`src/rtl/exu_ctrl_pkg.sv`:
```
// Shared opcode constants, widths, state encoding and op-class helpers
// for the execute-unit controller.
package exu_ctrl_pkg;

  localparam int ALUOP_WIDTH = 5;
  localparam int BRSEL_WIDTH = 3;

  localparam logic [ALUOP_WIDTH-1:0] OP_ADD  = 5'd0;
  localparam logic [ALUOP_WIDTH-1:0] OP_MUL  = 5'd15;
  localparam logic [ALUOP_WIDTH-1:0] OP_DIV  = 5'd16;
  localparam logic [ALUOP_WIDTH-1:0] OP_DIVU = 5'd17;
  localparam logic [ALUOP_WIDTH-1:0] OP_REM  = 5'd18;
  localparam logic [ALUOP_WIDTH-1:0] OP_REMU = 5'd19;

  typedef enum logic [2:0] {
    IDLE     = 3'd0,
    ALU_WAIT = 3'd1,
    MUL_WAIT = 3'd2,
    DIV_WAIT = 3'd3,
    DONE     = 3'd4,
    DRAIN    = 3'd5
  } exu_state_e;

  typedef enum logic [1:0] {
    UNIT_ALU = 2'd0,
    UNIT_MUL = 2'd1,
    UNIT_DIV = 2'd2
  } exu_unit_e;

  // Which execution unit services an opcode; branches go to the ALU.
  function automatic exu_unit_e op_unit(input logic [ALUOP_WIDTH-1:0] op);
    exu_unit_e u;
    case (op)
      OP_MUL:                          u = UNIT_MUL;
      OP_DIV, OP_DIVU, OP_REM, OP_REMU: u = UNIT_DIV;
      default:                         u = UNIT_ALU;
    endcase
    return u;
  endfunction

  function automatic logic op_div_signed(input logic [ALUOP_WIDTH-1:0] op);
    return (op == OP_DIV) || (op == OP_REM);
  endfunction

  function automatic logic op_is_rem(input logic [ALUOP_WIDTH-1:0] op);
    return (op == OP_REM) || (op == OP_REMU);
  endfunction

endpackage

```
`src/rtl/exu_timeout_ctr.sv`:
```
// Wait-cycle counter for the multi-cycle units. Cleared when an op is
// accepted, counts while enabled and saturates at the limit so that the
// expired flag stays up if the controller lingers (e.g. entering DRAIN).
module exu_timeout_ctr #(
  parameter int TIMEOUT = 200
) (
  input  logic clk,
  input  logic rst,
  input  logic clear,
  input  logic enable,
  output logic expired
);

  localparam logic [7:0] LAST = 8'(TIMEOUT - 1);

  logic [7:0] cnt_q, cnt_d;

  assign expired = (cnt_q == LAST);

  // Next count: clear wins, otherwise count up until the limit.
  always_comb begin
    cnt_d = cnt_q;
    if (clear) begin
      cnt_d = 8'd0;
    end else if (enable && !expired) begin
      cnt_d = cnt_q + 8'd1;
    end else begin
      cnt_d = cnt_q;
    end
  end

  // Counter register with asynchronous active-low reset.
  always_ff @(posedge clk or negedge rst) begin
    if (!rst) begin
      cnt_q <= 8'd0;
    end else begin
      cnt_q <= cnt_d;
    end
  end

endmodule

```
`src/rtl/exu_ctrl.sv`:
```
// Execute-stage controller: accepts one op at a time from decode, launches
// the ALU, multiplier or divider, captures the result and holds it for
// writeback. Flushes abandon the op; a flushed multi-cycle op is drained
// so that its late ok can never complete a newer op.
module exu_ctrl
  import exu_ctrl_pkg::*;
#(
  parameter int MUL_LAT = 3,
  parameter int TIMEOUT = 200
) (
  input  logic                   clk,
  input  logic                   rst,
  input  logic                   issue_valid,
  output logic                   issue_ready,
  input  logic [ALUOP_WIDTH-1:0] issue_op,
  input  logic [BRSEL_WIDTH-1:0] issue_brsel,
  input  logic [63:0]            issue_a,
  input  logic [63:0]            issue_b,
  input  logic [63:0]            issue_pc,
  input  logic [63:0]            issue_imm,
  input  logic                   flush,
  output logic [63:0]            op_a,
  output logic [63:0]            op_b,
  output logic [63:0]            op_pc,
  output logic [63:0]            op_imm,
  output logic [ALUOP_WIDTH-1:0] op_code,
  output logic [BRSEL_WIDTH-1:0] op_brsel,
  output logic                   alu_start,
  output logic                   mul_start,
  output logic                   div_start,
  output logic                   div_signed,
  input  logic                   alu_ok,
  input  logic [63:0]            alu_res,
  input  logic [63:0]            br_res,
  input  logic                   br_redirect,
  input  logic                   mul_ok,
  input  logic [63:0]            mul_res,
  input  logic                   div_ok,
  input  logic [63:0]            div_quot,
  input  logic [63:0]            div_rem,
  output logic                   wb_valid,
  input  logic                   wb_ready,
  output logic [63:0]            wb_data,
  output logic                   wb_redirect,
  output logic [63:0]            wb_target,
  output logic                   wb_err,
  output logic                   busy
);

  // MUL_LAT only documents the expected multiplier latency.
  logic unused_mul_lat;
  assign unused_mul_lat = (MUL_LAT > 0);

  exu_state_e             state_q, state_d;
  logic [63:0]            op_a_q, op_a_d, op_b_q, op_b_d;
  logic [63:0]            op_pc_q, op_pc_d, op_imm_q, op_imm_d;
  logic [ALUOP_WIDTH-1:0] op_code_q, op_code_d;
  logic [BRSEL_WIDTH-1:0] op_brsel_q, op_brsel_d;
  logic                   alu_start_q, alu_start_d, mul_start_q, mul_start_d;
  logic                   div_start_q, div_start_d, div_signed_q, div_signed_d;
  logic [63:0]            wb_data_q, wb_data_d, wb_target_q, wb_target_d;
  logic                   wb_redirect_q, wb_redirect_d, wb_err_q, wb_err_d;

  logic accept, pending_ok, ctr_en, ctr_expired;

  assign issue_ready = (state_q == IDLE) && !flush;
  assign accept      = issue_valid && issue_ready;
  assign busy        = (state_q != IDLE);
  assign wb_valid    = (state_q == DONE) && !flush;
  assign ctr_en      = (state_q == MUL_WAIT) || (state_q == DIV_WAIT) || (state_q == DRAIN);
  assign pending_ok  = (op_unit(op_code_q) == UNIT_MUL) ? mul_ok : div_ok;

  exu_timeout_ctr #(.TIMEOUT(TIMEOUT)) u_timeout (
    .clk     (clk),
    .rst     (rst),
    .clear   (accept),
    .enable  (ctr_en),
    .expired (ctr_expired)
  );

  // Next state, operand latching, start pulses and result capture.
  always_comb begin
    state_d       = state_q;
    op_a_d        = op_a_q;
    op_b_d        = op_b_q;
    op_pc_d       = op_pc_q;
    op_imm_d      = op_imm_q;
    op_code_d     = op_code_q;
    op_brsel_d    = op_brsel_q;
    div_signed_d  = div_signed_q;
    alu_start_d   = 1'b0;
    mul_start_d   = 1'b0;
    div_start_d   = 1'b0;
    wb_data_d     = wb_data_q;
    wb_target_d   = wb_target_q;
    wb_redirect_d = wb_redirect_q;
    wb_err_d      = wb_err_q;
    case (state_q)
      IDLE: begin
        if (accept) begin
          op_a_d       = issue_a;
          op_b_d       = issue_b;
          op_pc_d      = issue_pc;
          op_imm_d     = issue_imm;
          op_code_d    = issue_op;
          op_brsel_d   = issue_brsel;
          div_signed_d = op_div_signed(issue_op);
          case (op_unit(issue_op))
            UNIT_MUL: begin
              state_d     = MUL_WAIT;
              mul_start_d = 1'b1;
            end
            UNIT_DIV: begin
              state_d     = DIV_WAIT;
              div_start_d = 1'b1;
            end
            default: begin
              state_d     = ALU_WAIT;
              alu_start_d = 1'b1;
            end
          endcase
        end else begin
          state_d = IDLE;
        end
      end
      ALU_WAIT: begin
        if (flush) begin
          state_d = IDLE;
        end else if (alu_ok) begin
          state_d       = DONE;
          wb_data_d     = alu_res;
          wb_target_d   = br_res;
          wb_redirect_d = br_redirect && (op_brsel_q != {BRSEL_WIDTH{1'b0}});
          wb_err_d      = 1'b0;
        end else begin
          state_d = ALU_WAIT;
        end
      end
      MUL_WAIT, DIV_WAIT: begin
        if (flush) begin
          state_d = pending_ok ? IDLE : DRAIN;
        end else if (pending_ok) begin
          state_d       = DONE;
          wb_target_d   = br_res;
          wb_redirect_d = 1'b0;
          wb_err_d      = 1'b0;
          if (state_q == MUL_WAIT) begin
            wb_data_d = mul_res;
          end else if (op_is_rem(op_code_q)) begin
            wb_data_d = div_rem;
          end else begin
            wb_data_d = div_quot;
          end
        end else if (ctr_expired) begin
          state_d       = DONE;
          wb_data_d     = 64'd0;
          wb_target_d   = 64'd0;
          wb_redirect_d = 1'b0;
          wb_err_d      = 1'b1;
        end else begin
          state_d = state_q;
        end
      end
      DONE: begin
        if (flush) begin
          state_d = IDLE;
        end else if (wb_ready) begin
          state_d = IDLE;
        end else begin
          state_d = DONE;
        end
      end
      DRAIN: begin
        if (pending_ok || ctr_expired) begin
          state_d = IDLE;
        end else begin
          state_d = DRAIN;
        end
      end
      default: begin
        state_d = IDLE;
      end
    endcase
  end

  // Controller state and output registers, asynchronous active-low reset.
  always_ff @(posedge clk or negedge rst) begin
    if (!rst) begin
      state_q       <= IDLE;
      op_a_q        <= 64'd0;
      op_b_q        <= 64'd0;
      op_pc_q       <= 64'd0;
      op_imm_q      <= 64'd0;
      op_code_q     <= {ALUOP_WIDTH{1'b0}};
      op_brsel_q    <= {BRSEL_WIDTH{1'b0}};
      alu_start_q   <= 1'b0;
      mul_start_q   <= 1'b0;
      div_start_q   <= 1'b0;
      div_signed_q  <= 1'b0;
      wb_data_q     <= 64'd0;
      wb_target_q   <= 64'd0;
      wb_redirect_q <= 1'b0;
      wb_err_q      <= 1'b0;
    end else begin
      state_q       <= state_d;
      op_a_q        <= op_a_d;
      op_b_q        <= op_b_d;
      op_pc_q       <= op_pc_d;
      op_imm_q      <= op_imm_d;
      op_code_q     <= op_code_d;
      op_brsel_q    <= op_brsel_d;
      alu_start_q   <= alu_start_d;
      mul_start_q   <= mul_start_d;
      div_start_q   <= div_start_d;
      div_signed_q  <= div_signed_d;
      wb_data_q     <= wb_data_d;
      wb_target_q   <= wb_target_d;
      wb_redirect_q <= wb_redirect_d;
      wb_err_q      <= wb_err_d;
    end
  end

  assign op_a        = op_a_q;
  assign op_b        = op_b_q;
  assign op_pc       = op_pc_q;
  assign op_imm      = op_imm_q;
  assign op_code     = op_code_q;
  assign op_brsel    = op_brsel_q;
  assign alu_start   = alu_start_q;
  assign mul_start   = mul_start_q;
  assign div_start   = div_start_q;
  assign div_signed  = div_signed_q;
  assign wb_data     = wb_data_q;
  assign wb_target   = wb_target_q;
  assign wb_redirect = wb_redirect_q;
  assign wb_err      = wb_err_q;

endmodule

```
`config.mk`:
```
export PLATFORM = sky130hd
export DESIGN_NAME = exu_ctrl
export DESIGN_NICKNAME = d
export VERILOG_FILES = /design/src/rtl/exu_ctrl_pkg.sv /design/src/rtl/exu_timeout_ctr.sv /design/src/rtl/exu_ctrl.sv
export SDC_FILE = /design/constraint.sdc
export NUM_CORES = 1
export LEC_CHECK = 0
export ABC_AREA = 0
export BUFFER_PORTS_ARGS = -buffer_cell sky130_fd_sc_hd__buf_2
export CAP_MARGIN = 20
export CELL_PAD_IN_SITES_DETAIL_PLACEMENT = 1
export CELL_PAD_IN_SITES_GLOBAL_PLACEMENT = 2
export CORE_AREA = 2 2 388 390
export CTS_CLUSTER_DIAMETER = 150
export DETAILED_ROUTE_END_ITERATION = 10
export DIE_AREA = 0 0 390 392
export PLACE_DENSITY_LB_ADDON = 0.08
export SYNTH_ARGS = -nofsm -noshare
export SYNTH_HDL_FRONTEND = slang
export SYNTH_HIERARCHICAL = 1
export SYNTH_SLANG_ARGS = --single-unit
export TNS_END_PERCENT = 20
```
`constraint.sdc`:
```
create_clock -name clk -period 5.7 [get_ports clk]
set_input_delay 0.285 -clock clk [delete_from_list [all_inputs] [get_ports clk]]
set_output_delay 0.285 -clock clk [all_outputs]
set_load 0.02 [all_outputs]
```
Word-level counts from Yosys, hierarchy flattened
Index checks and enable logic that the tools add are counted.

Register bits after elaboration: 409. Output and inout bits: 401. Word-level logic and storage cells: 117. Bits of input ports: 593.

Equality and inequality tests: 24. $add $sub $neg: 1. Reduce and logical (&&, ||, !) cells: 23. Muxes and demuxes: 53.

Operators with widths (number): $mux 64 (11); $pmux 64 s2 (2); $eq 5x5->1 const B (8); $mux 3 (10); $mux 1 (20); $mux 8 (2); $pmux 3 s5 (1); $pmux 2 s2 (3); $eq 5x4->1 const B (2); $add 8x1->8 const B (1); $eq 8x8->1 const B (1); $reduce_or 4->1 (2); $eq 3x2->1 const B (2); $eq 3x3->1 const B (2); $ne 2x2->1 const B (3); $reduce_bool 3->1 (2); $logic_and 1x1->1 (5); $logic_or 1x1->1 (5); $reduce_and 5->1 (1); $eq 2x1->1 const B (2); $mux 2 (2); $ne 4x4->1 const B (1); $pmux 1 s2 (2); $reduce_bool 2->1 (2); other kinds (7) (9).

Logic depth before layout (Yosys ltp)
Gate-level depths: netlist of the first run.

Depth in word-level cells: 10. Gate-level depth with buffers: 9.

Modules after synthesis
Netlist of the first run, hierarchy kept.

By module, submodules not included: exu_ctrl (cells each 1899, seq. area each 10034.6 µm², area an instance 17346.6 µm², instances 1); exu_timeout_ctr (cells each 46, seq. area each 200.2 µm², area an instance 441.7 µm², instances 1).

Worst setup path before layout of the first run
OpenSTA, ideal clock, no wires.

Path type: register to register. Start point: reg state_q[2]. End point: reg u_timeout.cnt_q[0]. Data arrival time: 2.143 ns. Setup time: 0.125 ns. Stages on the path, launching flop included: 9. Path slack: 3.432 ns. Path buffers: 3. Period minus slack after synthesis: 2.268 ns. Path through: dfrtp_1 -> buf_6 -> nor4_4 -> nand2_1 -> inv_2 -> clkbuf_1 -> buf_1 -> nor2b_1 -> mux2_4.

Elaborated cells between the ends (all ways): 11. Classes of those cells: eq/ne (3); mux (1); reduce/logical (7).

RTL lines: start, declared (line exu_ctrl.sv:54) `exu_state_e state_q, state_d;`; start signal, assigned (line exu_ctrl.sv:205) `state_q <= state_d;`; $logic_not 3->1 * (line exu_ctrl.sv:66) `assign issue_ready = (state_q == IDLE) && !flush;`; $logic_and 1x1->1 * (line exu_ctrl.sv:66); via issue_ready (line exu_ctrl.sv:14) `output logic issue_ready,`; $logic_and 1x1->1 * (line exu_ctrl.sv:67) `assign accept = issue_valid && issue_ready;`; via accept (line exu_ctrl.sv:64) `logic accept, pending_ok, ctr_en, ctr_expired;`; $mux 8 or $reduce_bool 2->1 (tied branches); end signal, assigned (line exu_timeout_ctr.sv:37) `cnt_q <= cnt_d;`; end, declared (line exu_timeout_ctr.sv:16) `logic [7:0] cnt_q, cnt_d;`.

The timed path passes the listed nets; every way through them passes the cells marked *. A chain may end at the register's enable or synchronous reset.

Worst setup path after layout of the first run
Start point: reg state_q[0]. End point: reg wb_data_q[9] (netlist: wb_data[9]).

Longest elaborated chain between the ends: 5. Elaborated cells between the ends (all ways): 14. Classes of those cells: eq/ne (7); mux (4); reduce/logical (3).

RTL lines: $eq 3x2->1 (line exu_ctrl.sv:98, exu_ctrl.sv:147); $mux 64 (line exu_ctrl.sv:147) `if (state_q == MUL_WAIT) begin`; $mux 64 (line exu_ctrl.sv:142) `end else if (pending_ok) begin`; $mux 64 (line exu_ctrl.sv:140) `if (flush) begin`; $pmux 64 s2 (line exu_ctrl.sv:98) `case (state_q)`; end signal, assigned (line exu_ctrl.sv:216) `wb_data_q <= wb_data_d;`; end, declared (line exu_ctrl.sv:61) `logic [63:0] wb_data_q, wb_data_d, wb_target_q, wb_target_d;`.

Several ways; a longest one is shown, not always the timed one. The select of a mux whose other input is x is not followed.

==> impl_metrics.toml, run 1 <==
[power]
max-vdd-ir-drop_v = 0.000236
power.density_mw_per_mm2 = 463
p_leak_nw = 15.6
total_power_mw = 14.3

[critical_path]
critPathArrivalTime_ns = 4.56
start_kind = "register"
crit_fanout = 75
slowest_stage = "dfrtp_4"
critical_path_class = "reg -> reg"
crit_top_cell = "a21oi_1"
slowest_delay_ns = 1.08
worstSetupEndpointType = "register"
required_ns = 6.29
path_cells = "a21oi_1, nor3_2, o31a_2, buf_4, nor2_1, a21oi_1, dlygate4sd3_1"

[layout]
multi_input_comb_area_mm2 = 0.00650
layout_commonest_cell = "buf_2"
design_area_mm2 = 0.0309
area_delta_synth_final_pct = 73.5
fin_util_pct = 20.7
final_net_count = 3930
fillers = 17700
drive_gt1_share_pct = 33.4
final_cell_mix = "buf_2 (992), nand2_1 (930), dlygate4sd3_1 (442)"
seqCellArea_mm2 = 0.0102

[synth]
syn_nets = 2542
syn_area_mm2 = 0.0178
ys_ff_latch = 409
synthDistinctLibCells = 58
yosysTopAreaCellShare_pct = 57.5
synth-edff-count = 0
seq_area_frac_synth_pct = 57.5
synth_area_leaders = "dfrtp_1 (58%), nand2_1 (20%), a21oi_1 (3.9%)"
synthCells = 1945
ys.flop_type = "dfrtp_1"
ys_warn_count = 6
syn_area_per_cell_um2 = 9.15
yosysTopAreaCell = "dfrtp_1"
async_flop_share_pct = 100

[global_route]
grt_overflow_total = 0
grt_pass1_wl_mm = 157
grt_pass1_vias = 22000
grt_usage_pct = 13.8
grt_max_degree = 181
antenna_found_initial = 52

[detailed_routing]
routed_wl_mm = 110
wl_per_cell_um = 20.5
ant_nets = 0
dr.pass1.iters = 4
drc = 0
drt-initial-drc-count = 635
vias_per_cell = 3.67
num_vias = 19600

[clock_tree]
clockRootBuffer = "clkbuf_16"
clockBufferDepth = 3
tritoncts = "yes"
cts_resized = 0
postCtsSetupBuffers = 0
path_clk_slew_ns = 0.06
clkLatencyLatePin_ns = 0.67
cts_buffers = 60
cts-htree-levels = 2
clkSinkCount = 409

[placed_design]
placed_cell_area_mm2 = 0.0244
dp_worst_setup_slack_ns = 2.00
dpl.hpwl_mm = 81.1
portBuffers = 993
gp_congestion = 0.792

[worst_hold_path]
hp-class = "in -> reg"

[floorplanning]
dieArea_mm2 = 0.153
fp.dieW_um = 390
core_region_area_mm2 = 0.149
ioPinCount = 994
num_rows = 142
start_util_pct = 11.9
die_h_um = 392

[sta]
rsz0062_at_grt = "false"
fin_crit_sh_pct = 69.7
timing.final.max_slew_violations = 0
finalHoldViolations = 0
tightest_slew_ns = 1.10
fin_setup_tns_ns = 0
fin_skew_ns = 0.0380
fin_ws_ns = 1.73
setup_viol = 0
fin_crit_ns = 3.97
fmax_mhz = 252
slew_headroom_pct = 26.8

[outcome]
run_status = "completed"

[job]
maxCapViolCount = 0
[through the flow]
step | cells | hold WS [ns]
final | 5349 | 0.0629
after global routing | 5338 | 0.0415
after CTS | 5325 | 0.000454
after detailed placement | 4773 | 0.364
after global placement | 4773 | 0.362
after floorplan | 1945 | -0.0106
[worst max-delay path, delay by kind of cell, from the launching register on]
family	cells	cell delay, ns
AO/OA/AOI/OAI	3	1.12
buffers and inverters	2	1.13
flip-flops	1	1.08
AND/OR/NAND/NOR	2	0.53
[report_power, final]
group	switching [mW]	internal (mW)	leakage, nW	total [mW]
sequential	0.732	4.08	5.04	4.81
clock	1.55	2.24	0.956	3.79
combinational	3.71	1.99	9.57	5.70
total	5.99	8.31	15.6	14.3
[registers in the layout, indices dropped and copies added, names as in the netlist, 3 cells and up]
name	cells
op_a	64
op_b	64
op_brsel	3
op_code	5
op_imm	64
op_pc	64
state_q	3
u_timeout/cnt_q	8
wb_data	64
wb_target	64
[final timing paths]
kind	to	start	cells after the start	slack, ns
max in group asynchronous	wb_data[5]	rst	3	4.21
setup / recovery	wb_data[9]	state_q[0]	7	1.73
min in group asynchronous	wb_data[40]	rst	2	0.23
hold reg to reg	op_b[61]	op_b[61]	2	0.47
setup reg to reg	wb_data[9]	state_q[0]	7	1.73
hold / removal	wb_data[17]	div_rem[17]	4	0.06
[cell usage after synthesis (all sizes together), types with 7 or more instances]
master,n
a22o,64
buf,61
a311o,64
a21oi,137
o21ai,8
nor2,136
dlygate4sd1,7
dfrtp,409
inv,7
clkbuf,61
nand2,931
[final cells by class]
class	instances	share of cell area, %
inverter	7	0.109
clock buffer	98	5.85
sequential	409	33.2
antenna	24	0.195
timing repair buffer	1457	31.2
tap	1944	7.88
multi-input combinational	1398	21.1
clock inverter	12	0.547
[what timing repair did]
item,CTS,global route
endpoints found under the setup margin,0,0
hold buffers,442,0
hold endpoints to repair,461,0
[per-layer routing]
metal,wire (um),GRT usage [%],up-vias
li1,-,-,9119
met1,42900,15.5,9612
met2,53600,24.0,677
met3,9500,5.47,184
met4,3320,4.26,40
met5,277,0,-
[cell families (layout without fill, tap and decap cells)]
logic type,after synthesis,count (layout),share of synthesized area [%]
other,0,24,0
AOI/OAI and AO/OA,285,285,11.7
muxes,3,3,0.204
xor gates and xnor gates,1,1,0.0492
adders and majority gates,4,4,0.281
and+or+nand+nor,1105,1105,24.2
buffers and inverters,138,1574,6.06
DFF,409,409,57.5
Power figures use the tool's default switching activity.
==> inputs of run 2 (changes only) <==
- CORE_AREA: 2 2 388 390 -> 2 2 386 388
- DIE_AREA: 0 0 390 392 -> 0 0 388 390
- clock period: 5.7 -> 3.2 ns (I/O delays scaled with it)
==> impl_metrics.toml, run 2 (synthesized netlist as in run 1, its figures left out) <==
[power]
p_leak_nw = 15.8
max-vdd-ir-drop_v = 0.000466
power.density_mw_per_mm2 = 822
total_power_mw = 25.8

[floorplanning]
die_h_um = 390
dieArea_mm2 = 0.151
num_rows = 141
fp.dieW_um = 388
ioPinCount = 994
core_region_area_mm2 = 0.147
start_util_pct = 12.1

[layout]
final_cell_mix = "buf_2 (992), nand2_1 (930), dlygate4sd3_1 (463)"
layout_commonest_cell = "buf_2"
fillers = 17500
area_delta_synth_final_pct = 76.5
design_area_mm2 = 0.0314
multi_input_comb_area_mm2 = 0.00652
drive_gt1_share_pct = 33.5
seqCellArea_mm2 = 0.0102
final_net_count = 3970
fin_util_pct = 21.3

[sta]
fin_skew_ns = 0.0336
finalHoldViolations = 0
tightest_slew_ns = 1.08
fin_crit_sh_pct = 90.5
fin_crit_ns = 2.90
rsz0062_at_grt = "false"
fmax_mhz = 345
slew_headroom_pct = 27.9
timing.final.max_slew_violations = 0
setup_viol = 0
fin_setup_tns_ns = 0

[detailed_routing]
wl_met3_mm = 9.42
drt-met1-wl_mm = 44.4
ant_nets = 0
vias_per_cell = 3.69
wl_per_cell_um = 20.8
drt-initial-drc-count = 644
top_layer = "met5"
dr.pass1.iters = 4
drc = 0
num_vias = 19800
routed_wl_mm = 112
wl_met2_mm = 54.5

[global_route]
antenna_found_initial = 46
grt_max_degree = 166
grt_overflow_total = 0
grt_pass1_vias = 22300
grt_usage_pct = 14.3
grt_pass1_wl_mm = 161

[critical_path]
slowest_delay_ns = 0.60
start_kind = "register"
r2r_end = "wb_data[31]"
worstSetupEndpointType = "register"
worstReg2RegStart = "op_code[3]"
crit_fanout = 24
critPathArrivalTime_ns = 3.42
timing.reg2reg.setup_slack_ns = 0.30
required_ns = 3.72
reg2regPathDepth = 7
slowest_stage = "nand3_2"
path_cells = "nor2_1, nand3_2, buf_4, nand2_1, a311o_1, a21oi_1, dlygate4sd3_1"
critical_path_class = "reg -> reg"

[job]
maxCapViolCount = 0

[placed_design]
dpl.hpwl_mm = 84.6
portBuffers = 993
placed_cell_area_mm2 = 0.0247
gp_congestion = 0.805

[clock_tree]
clockRootBuffer = "clkbuf_16"
clkLatencyLatePin_ns = 0.67
cts_buffers = 60
path_clk_slew_ns = 0.05
clkSinkCount = 409
tritoncts = "yes"
cts-htree-levels = 2
clockBufferDepth = 3

[outcome]
run_status = "completed"

[worst_hold_path]
hp-class = "in -> async"
run 2: worst max path at each step:
stage | cells after the start | endpoint | from
6_report | 7 | wb_data[31] | op_code[3]
5_1_grt | 10 | wb_data[4] | u_timeout/cnt_q[0]
4_1_cts | 10 | wb_data[11] | u_timeout/cnt_q[0]
3_5_place_dp | 9 | wb_data[15] | u_timeout/cnt_q[0]
3_3_place_gp | 8 | wb_data[11] | u_timeout/cnt_q[4]
2_1_floorplan | 8 | u_timeout/cnt_q[0] | state_q[2]
run 2: repair_timing:
action | CTS | global route
setup endpoints to repair | 0 | 27
hold endpoints to repair | 450 | 0
hold buffers | 463 | 0
setup buffers | 0 | 1
gates resized for setup | 0 | 1
run 2: routing by layer:
metal	vias to the layer above	track usage, %
li1	9207	-
met1	9709	16.2
met2	684	24.8
met3	167	5.37
met4	40	4.23
met5	-	0
run 2: final cells by class:
| class | instances | share of cell area, % |
|---|---|---|
| clock buffers | 97 | 5.71 |
| repair buffers | 1496 | 32.5 |
| flip-flops and latches | 409 | 32.6 |
| well taps | 1930 | 7.69 |
| inverters | 7 | 0.108 |
| diodes | 21 | 0.167 |
| clock inverters | 12 | 0.486 |
| multi-input cells | 1399 | 20.8 |
run 2: critical path: cells and delay by family (launching register included):
family,cells,cell delay [ns]
AO/OA/AOI/OAI,2,0.34
buffers and inverters,2,1.03
flip-flops,1,0.46
AND/OR/NAND/NOR,3,0.93
run 2: power breakdown:
| part | total, mW | switching (mW) | internal (mW) |
|---|---|---|---|
| Sequential | 8.57 | 1.30 | 7.27 |
| Clock | 6.69 | 2.73 | 3.96 |
| Combinational | 10.6 | 6.79 | 3.77 |
| Total | 25.8 | 10.8 | 15.0 |
run 2: per-stage QoR:
stage	hold slack (ns)	setup slack, ns	instances
final	0.127	0.303	5371
after global routing	0.145	0.0446	5361
after CTS	0.126	0.126	5348
after detailed placement	0.219	0.647	4776
after global placement	0.220	0.692	4776
after floorplan	-0.136	0.932	1945
